--- config.mk ---
export PLATFORM = sky130hd
export DESIGN_NAME = ball_release_ctrl
export DESIGN_NICKNAME = d
export VERILOG_FILES = /design/src/rtl/tt_ctrl_pkg.sv /design/src/rtl/ball_hopper.sv /design/src/rtl/ball_release_ctrl.sv
export SDC_FILE = /design/constraint.sdc
export NUM_CORES = 1
export LEC_CHECK = 0
export ABC_AREA = 1
export CAP_MARGIN = 40
export CORE_UTILIZATION = 50
export DETAILED_ROUTE_END_ITERATION = 10
export GPL_TIMING_DRIVEN = 0
export PLACE_DENSITY = 0.75
export SLEW_MARGIN = 20
export SYNTH_ARGS = -nofsm -noshare
export SYNTH_HDL_FRONTEND = slang
export SYNTH_HIERARCHICAL = 1
export SYNTH_SLANG_ARGS = --single-unit
--- constraint.sdc ---
create_clock -name clk -period 3.2 [get_ports clk]
set_clock_uncertainty 0.05 [all_clocks]
set_input_delay 0.48 -clock clk [delete_from_list [all_inputs] [get_ports clk]]
set_output_delay 0.48 -clock clk [all_outputs]
set_load 0.01 [all_outputs]
--- src/rtl/tt_ctrl_pkg.sv ---
`default_nettype none
// ============================================================================
//  Module      : tt_ctrl_pkg
//  Description : Shared state/colour types and default sizing for the
//                ball release controller.
//  Revision    : 1.0 - initial release
// ============================================================================
package tt_ctrl_pkg;

    localparam int DEF_BLUE_COUNT = 8;
    localparam int DEF_RED_COUNT  = 8;
    localparam int DEF_TIMEOUT    = 64;
    localparam int DEF_CW         = 5;

    typedef enum logic [2:0] {
        ST_IDLE    = 3'd0,
        ST_RELEASE = 3'd1,
        ST_WAIT    = 3'd2,
        ST_DONE    = 3'd3,
        ST_FAULT   = 3'd4
    } state_e;

    typedef enum logic {
        BLUE = 1'b0,
        RED  = 1'b1
    } color_e;

    // The wait timer only has to hold TIMEOUT-1.
    function automatic int timer_width(input int timeout);
        return (timeout < 3) ? 2 : $clog2(timeout);
    endfunction

endpackage
`default_nettype wire

--- src/rtl/ball_hopper.sv ---
`default_nettype none
// ============================================================================
//  Module      : ball_hopper
//  Description : Ball counter for one hopper: parallel load, saturating
//                decrement, empty flag.
//  Revision    : 1.0 - initial release
// ============================================================================
module ball_hopper #(
    parameter int CW   = 5,
    parameter int INIT = 8
) (
    input  logic          clk,
    input  logic          rst,
    input  logic          load_i,
    input  logic          dec_i,
    output logic [CW-1:0] count_o,
    output logic          empty_o
);

    localparam logic [CW-1:0] c_init = CW'(INIT);

    logic [CW-1:0] count_q;
    logic [CW-1:0] count_d;

    always_comb begin
        count_d = count_q;
        if (load_i) begin
            count_d = c_init;
        end else if (dec_i && (count_q != '0)) begin
            count_d = count_q - 1'b1;
        end
    end

    always_ff @(posedge clk or posedge rst) begin
        if (rst) begin
            count_q <= c_init;
        end else begin
            count_q <= count_d;
        end
    end

    assign count_o = count_q;
    assign empty_o = (count_q == '0);

endmodule
`default_nettype wire

--- src/rtl/ball_release_ctrl.sv ---
`default_nettype none
// ============================================================================
//  Module      : ball_release_ctrl
//  Description : Sequences blue/red ball releases onto the board, follows
//                sink / interceptor returns and watches for lost balls.
//  Revision    : 1.0 - initial release
// ============================================================================
module ball_release_ctrl
    import tt_ctrl_pkg::*;
#(
    parameter int BLUE_COUNT = DEF_BLUE_COUNT,
    parameter int RED_COUNT  = DEF_RED_COUNT,
    parameter int TIMEOUT    = DEF_TIMEOUT,
    parameter int CW         = DEF_CW
) (
    input  logic          clk,
    input  logic          rst,
    input  logic          start_blue,
    input  logic          start_red,
    input  logic          reload,
    input  logic          blue_sink,
    input  logic          red_sink,
    input  logic          int_full,
    output logic          blue_ball,
    output logic          red_ball,
    output logic          busy,
    output logic          done,
    output logic          fault,
    output logic [CW-1:0] blue_left,
    output logic [CW-1:0] red_left
);

    localparam int              c_tw         = timer_width(TIMEOUT);
    localparam logic [c_tw-1:0] c_timer_last = c_tw'(TIMEOUT - 1);

    state_e          state_q;
    state_e          state_d;
    color_e          color_q;
    color_e          color_d;
    logic [c_tw-1:0] timer_q;
    logic [c_tw-1:0] timer_d;
    logic [c_tw-1:0] w_timer_inc;

    logic            w_load;
    logic            w_launch;
    color_e          w_launch_col;
    logic            w_hit_empty;
    logic            w_dec_blue;
    logic            w_dec_red;
    logic            w_blue_empty;
    logic            w_red_empty;

    ball_hopper #(
        .CW   (CW),
        .INIT (BLUE_COUNT)
    ) u_hopper_blue (
        .clk     (clk),
        .rst     (rst),
        .load_i  (w_load),
        .dec_i   (w_dec_blue),
        .count_o (blue_left),
        .empty_o (w_blue_empty)
    );

    ball_hopper #(
        .CW   (CW),
        .INIT (RED_COUNT)
    ) u_hopper_red (
        .clk     (clk),
        .rst     (rst),
        .load_i  (w_load),
        .dec_i   (w_dec_red),
        .count_o (red_left),
        .empty_o (w_red_empty)
    );

    always_ff @(posedge clk or posedge rst) begin
        if (rst) begin
            state_q <= ST_IDLE;
            color_q <= BLUE;
            timer_q <= '0;
        end else begin
            state_q <= state_d;
            color_q <= color_d;
            timer_q <= timer_d;
        end
    end

    // A start or a sink both request a launch; the launch is resolved once
    // below so the hopper decrement lands on the same edge as RELEASE entry.
    always_comb begin
        state_d      = state_q;
        color_d      = color_q;
        timer_d      = timer_q;
        w_load       = 1'b0;
        w_launch     = 1'b0;
        w_launch_col = BLUE;
        w_timer_inc  = timer_q + 1'b1;

        case (state_q)
            ST_IDLE: begin
                if (reload) begin
                    w_load = 1'b1;
                end else if (start_blue || start_red) begin
                    w_launch     = 1'b1;
                    w_launch_col = start_blue ? BLUE : RED;
                end
            end
            ST_RELEASE, ST_WAIT: begin
                timer_d = (state_q == ST_RELEASE) ? '0 : w_timer_inc;
                if (int_full) begin
                    state_d = ST_DONE;
                end else if (blue_sink && red_sink) begin
                    state_d = ST_FAULT;
                end else if (blue_sink || red_sink) begin
                    w_launch     = 1'b1;
                    w_launch_col = blue_sink ? BLUE : RED;
                end else if (state_q == ST_RELEASE) begin
                    state_d = ST_WAIT;
                end else if (w_timer_inc == c_timer_last) begin
                    state_d = ST_FAULT;
                end
            end
            ST_DONE, ST_FAULT: begin
                if (reload) begin
                    w_load  = 1'b1;
                    state_d = ST_IDLE;
                end
            end
            default: begin
                state_d = ST_IDLE;
            end
        endcase

        w_hit_empty = (w_launch_col == BLUE) ? w_blue_empty : w_red_empty;
        if (w_launch) begin
            if (w_hit_empty) begin
                state_d = ST_DONE;
            end else begin
                state_d = ST_RELEASE;
                color_d = w_launch_col;
                timer_d = '0;
            end
        end
    end

    assign w_dec_blue = w_launch && !w_hit_empty && (w_launch_col == BLUE);
    assign w_dec_red  = w_launch && !w_hit_empty && (w_launch_col == RED);

    // Pulses come straight from flops: the board loops them back to the sinks
    // combinationally within the release cycle.
    always_comb begin
        blue_ball = (state_q == ST_RELEASE) && (color_q == BLUE);
        red_ball  = (state_q == ST_RELEASE) && (color_q == RED);
        busy      = (state_q == ST_RELEASE) || (state_q == ST_WAIT);
        done      = (state_q == ST_DONE);
        fault     = (state_q == ST_FAULT);
    end

endmodule
`default_nettype wire

==> flow_metrics.tcl <==
set metrics [dict create \
    syn-num-nets 215 \
    grt_overflow 0 \
    grt_pass1_vias 1325 \
    synth_compound_area_share_pct 5.186 \
    synth_area_um2 1448 \
    finalWirelength_um 3081 \
    htree_num_levels 1 \
    synth_top_family_by_area "simple AND/OR/NAND/NOR gates" \
    cap_violations 0 \
    crit_chain "inv_1, nand2_1, nor2_4, clkdlybuf4s50_1" \
    path_max_fanout 9 \
    seq_area_frac_synth_pct 34.75 \
    critPathRequiredTime_ns 2.67 \
    synth_mux_area_share_pct 0 \
    cp-start-kind "flip-flop" \
    die_h_um 55.81 \
    r2r_cells 10 \
    ir_drop_mv 0.5965 \
    gr-usage-all-layers_pct 21.75 \
    worstMarginPinSlew_ns 0.7645 \
    worst-path-buf-inv 2 \
    async_flop_share_pct 100.0 \
    yosys_warnings 6 \
    stdcell_count 257 \
    antennaDiodeCount 0 \
    worst_path_max_delay_cell "clkdlybuf4s50_1" \
    cts.clk_slew.worst_paths_ns 0.12 \
    fin_setup_tns_ns 0 \
    leakage_uw 0.0009218 \
    cts_buffers 3 \
    clock_sinks 20 \
    end_kind "primary output" \
    area_growth_pct 19.45 \
    switching_power_uw 696.9 \
    cp.arrival_ns 1.84 \
    final_common_cell "nand2_1" \
    r2r_end "u_hopper_blue/count_o[2]$_DFFE_PP0P_" \
    period_minus_slack_ns 2.369 \
    cts_hold_buf 0 \
    layout-drive-gt1-share_pct 12.39 \
    cts_max_path_buffers 2 \
    yosys.area_share.simple_pct 41.05 \
    maxSlewViolCount 0 \
    multi_input_area_um2 770.7 \
    portBuffers 22 \
    place_congestion 0.7951 \
    drcViolationCount 0 \
    cts.repair.resized 0 \
    setup_slack_ns 0.8313 \
    core.rowCount 19 \
    io-pin-count 23 \
    reg2reg_slack_ns 1.14 \
    cts_setup_buffers 0 \
    cpLargestDelayFamily "buffers and inverters" \
    timing.rr.start "state_q[2]$_DFFE_PP0P_" \
    die_w_um 55.81 \
    die_area_um2 3114 \
    pwr-share-seq_pct 29.8 \
    hold_path.class "input port to async pin" \
    p_comb_share_pct 61.8 \
    rsz0062_at_grt "false" \
    netlist_instances 201 \
    cts_tree "built" \
    hold_viol 0 \
    first_iter_violations 71 \
    firstDrtPassIters 4 \
    synth_area_per_cell_um2 7.202 \
    core-area_um2 2758 \
    antenna_found_initial 0 \
    synth_edf_count 0 \
    grt_pass1_wl_um 5382 \
    cp_num_cells 4 \
    path_class "flip-flop to primary output" \
    place_ws_ns 0.7173 \
    vias_per_cell 5.171 \
    seq_area_um2 503.0 \
    max_freq_mhz 422.2 \
    fin_crit_sh_pct 74.02 \
    post_dp_cell_area_um2 1707 \
    ys_types 28 \
    internal_power_uw 783.0 \
    synth_fa_ha_area_share_pct 5.186 \
    final_cell_mix "nand2_1 (53), inv_1 (35), nand3_1 (28)" \
    run_status "complete, no violations" \
    clkLatencyLatePin_ns 0.30 \
    synth-seq-cells 20 \
    slowest_delay_ns 0.58 \
    nets 242 \
    vias 1329 \
    n_fill_cell 257 \
    ant_nets 0 \
    swShare_pct 47.09 \
    hpwl_um 2439 \
    initial_utilization_pct 52.50 \
    synth_ff_type "dfrtp_1" \
    p_clk_share_pct 8.4 \
    yosys.area_share.xor_xnor_pct 1.815 \
    p_per_area_nw_per_um2 855.8 \
    finalInstanceArea_um2 1729 \
    slew_headroom_pct 48.58 \
    setup_viol 0 \
    grt_max_degree 11 \
    root_buffer "clkbuf_4" \
    wl_per_cell_um 11.99 \
    place_inst 254 \
]
-- registers in the layout, indices dropped and copies added (netlist names) --
signal                 count
timer_q                    6
u_hopper_blue/count_o      5
u_hopper_red/count_o       5
state_q                    3
color_q                    1
-- final cells by class --
cell class | count | share of cell area, %
flip-flops and latches | 20 | 29.09
inverters | 39 | 10.06
well taps | 31 | 2.243
clock buffers | 3 | 1.302
multi-input cells | 142 | 44.57
repair buffers | 22 | 12.74
-- synth_stat cells (2+ instances only) --
cell | count | area share (%)
a21oi_1 | 2 | 0.69
bufinv_8 | 2 | 2.4
dfrtp_1 | 18 | 31
dfstp_2 | 2 | 3.6
ha_1 | 6 | 5.2
inv_1 | 35 | 9.1
inv_2 | 2 | 0.52
nand2_1 | 53 | 14
nand2_2 | 4 | 1.7
nand2_4 | 3 | 2.3
nand3_1 | 28 | 9.7
nand3_2 | 3 | 2.1
nand4_1 | 3 | 1.3
nor2_1 | 18 | 4.7
nor2_2 | 3 | 1.3
nor2_4 | 2 | 1.6
o21ai_0 | 5 | 1.7
xnor2_1 | 2 | 1.2
-- stage by stage --
stage                     total power [uW]  utilization, %  hold slack (ns)
final                                 1480           62.70           0.3792
after global routing                  1611           62.70           0.3848
after CTS                             1491           62.70           0.3804
after detailed placement              1362           61.89           0.4560
after global placement                1327           61.89           0.4531
after floorplan                       1073               -           0.2078
-- worst max path at each step --
stage / startpoint / endpoint
final: state_q[2]$_DFFE_PP0P_ / busy
after global routing: state_q[2]$_DFFE_PP0P_ / busy
after CTS: state_q[2]$_DFFE_PP0P_ / busy
after detailed placement: blue_sink / u_hopper_blue/count_o[2]$_DFFE_PP0P_
after global placement: blue_sink / u_hopper_blue/count_o[1]$_DFFE_PP0P_
after floorplan: blue_sink / u_hopper_blue/count_o[2]$_DFFE_PP0P_
-- kinds of logic after synthesis --
| group | count (synthesis) |
|---|---|
| AOI/OAI and AO/OA | 12 |
| xor gates and xnor gates | 3 |
| adders and majority gates | 6 |
| buffers and inverters | 39 |
| DFF | 20 |
| and+or+nand+nor | 121 |
-- power by group through the flow --
stage | Clock [uW] | Sequential (uW) | Combinational [uW]
final | 125 | 441 | 914
after global routing | 134 | 455 | 1020
after CTS | 129 | 442 | 920
after detailed placement | 0 | 446 | 916
after global placement | 0 | 440 | 886
after floorplan | 0 | 449 | 624
-- layer usage --
| layer | global-route usage [%] | wire length, um | vias up | share of wire [%] |
|---|---|---|---|---|
| li1 | - | - | 683 | - |
| met1 | 25.63 | 1385 | 614 | 45 |
| met2 | 37.69 | 1566 | 24 | 51 |
| met3 | 2.558 | 68 | 8 | 2.2 |
| met4 | 13.21 | 61 | 0 | 2.0 |
| met5 | 0 | 0 | - | 0 |
Power figures use the tool's default switching activity.
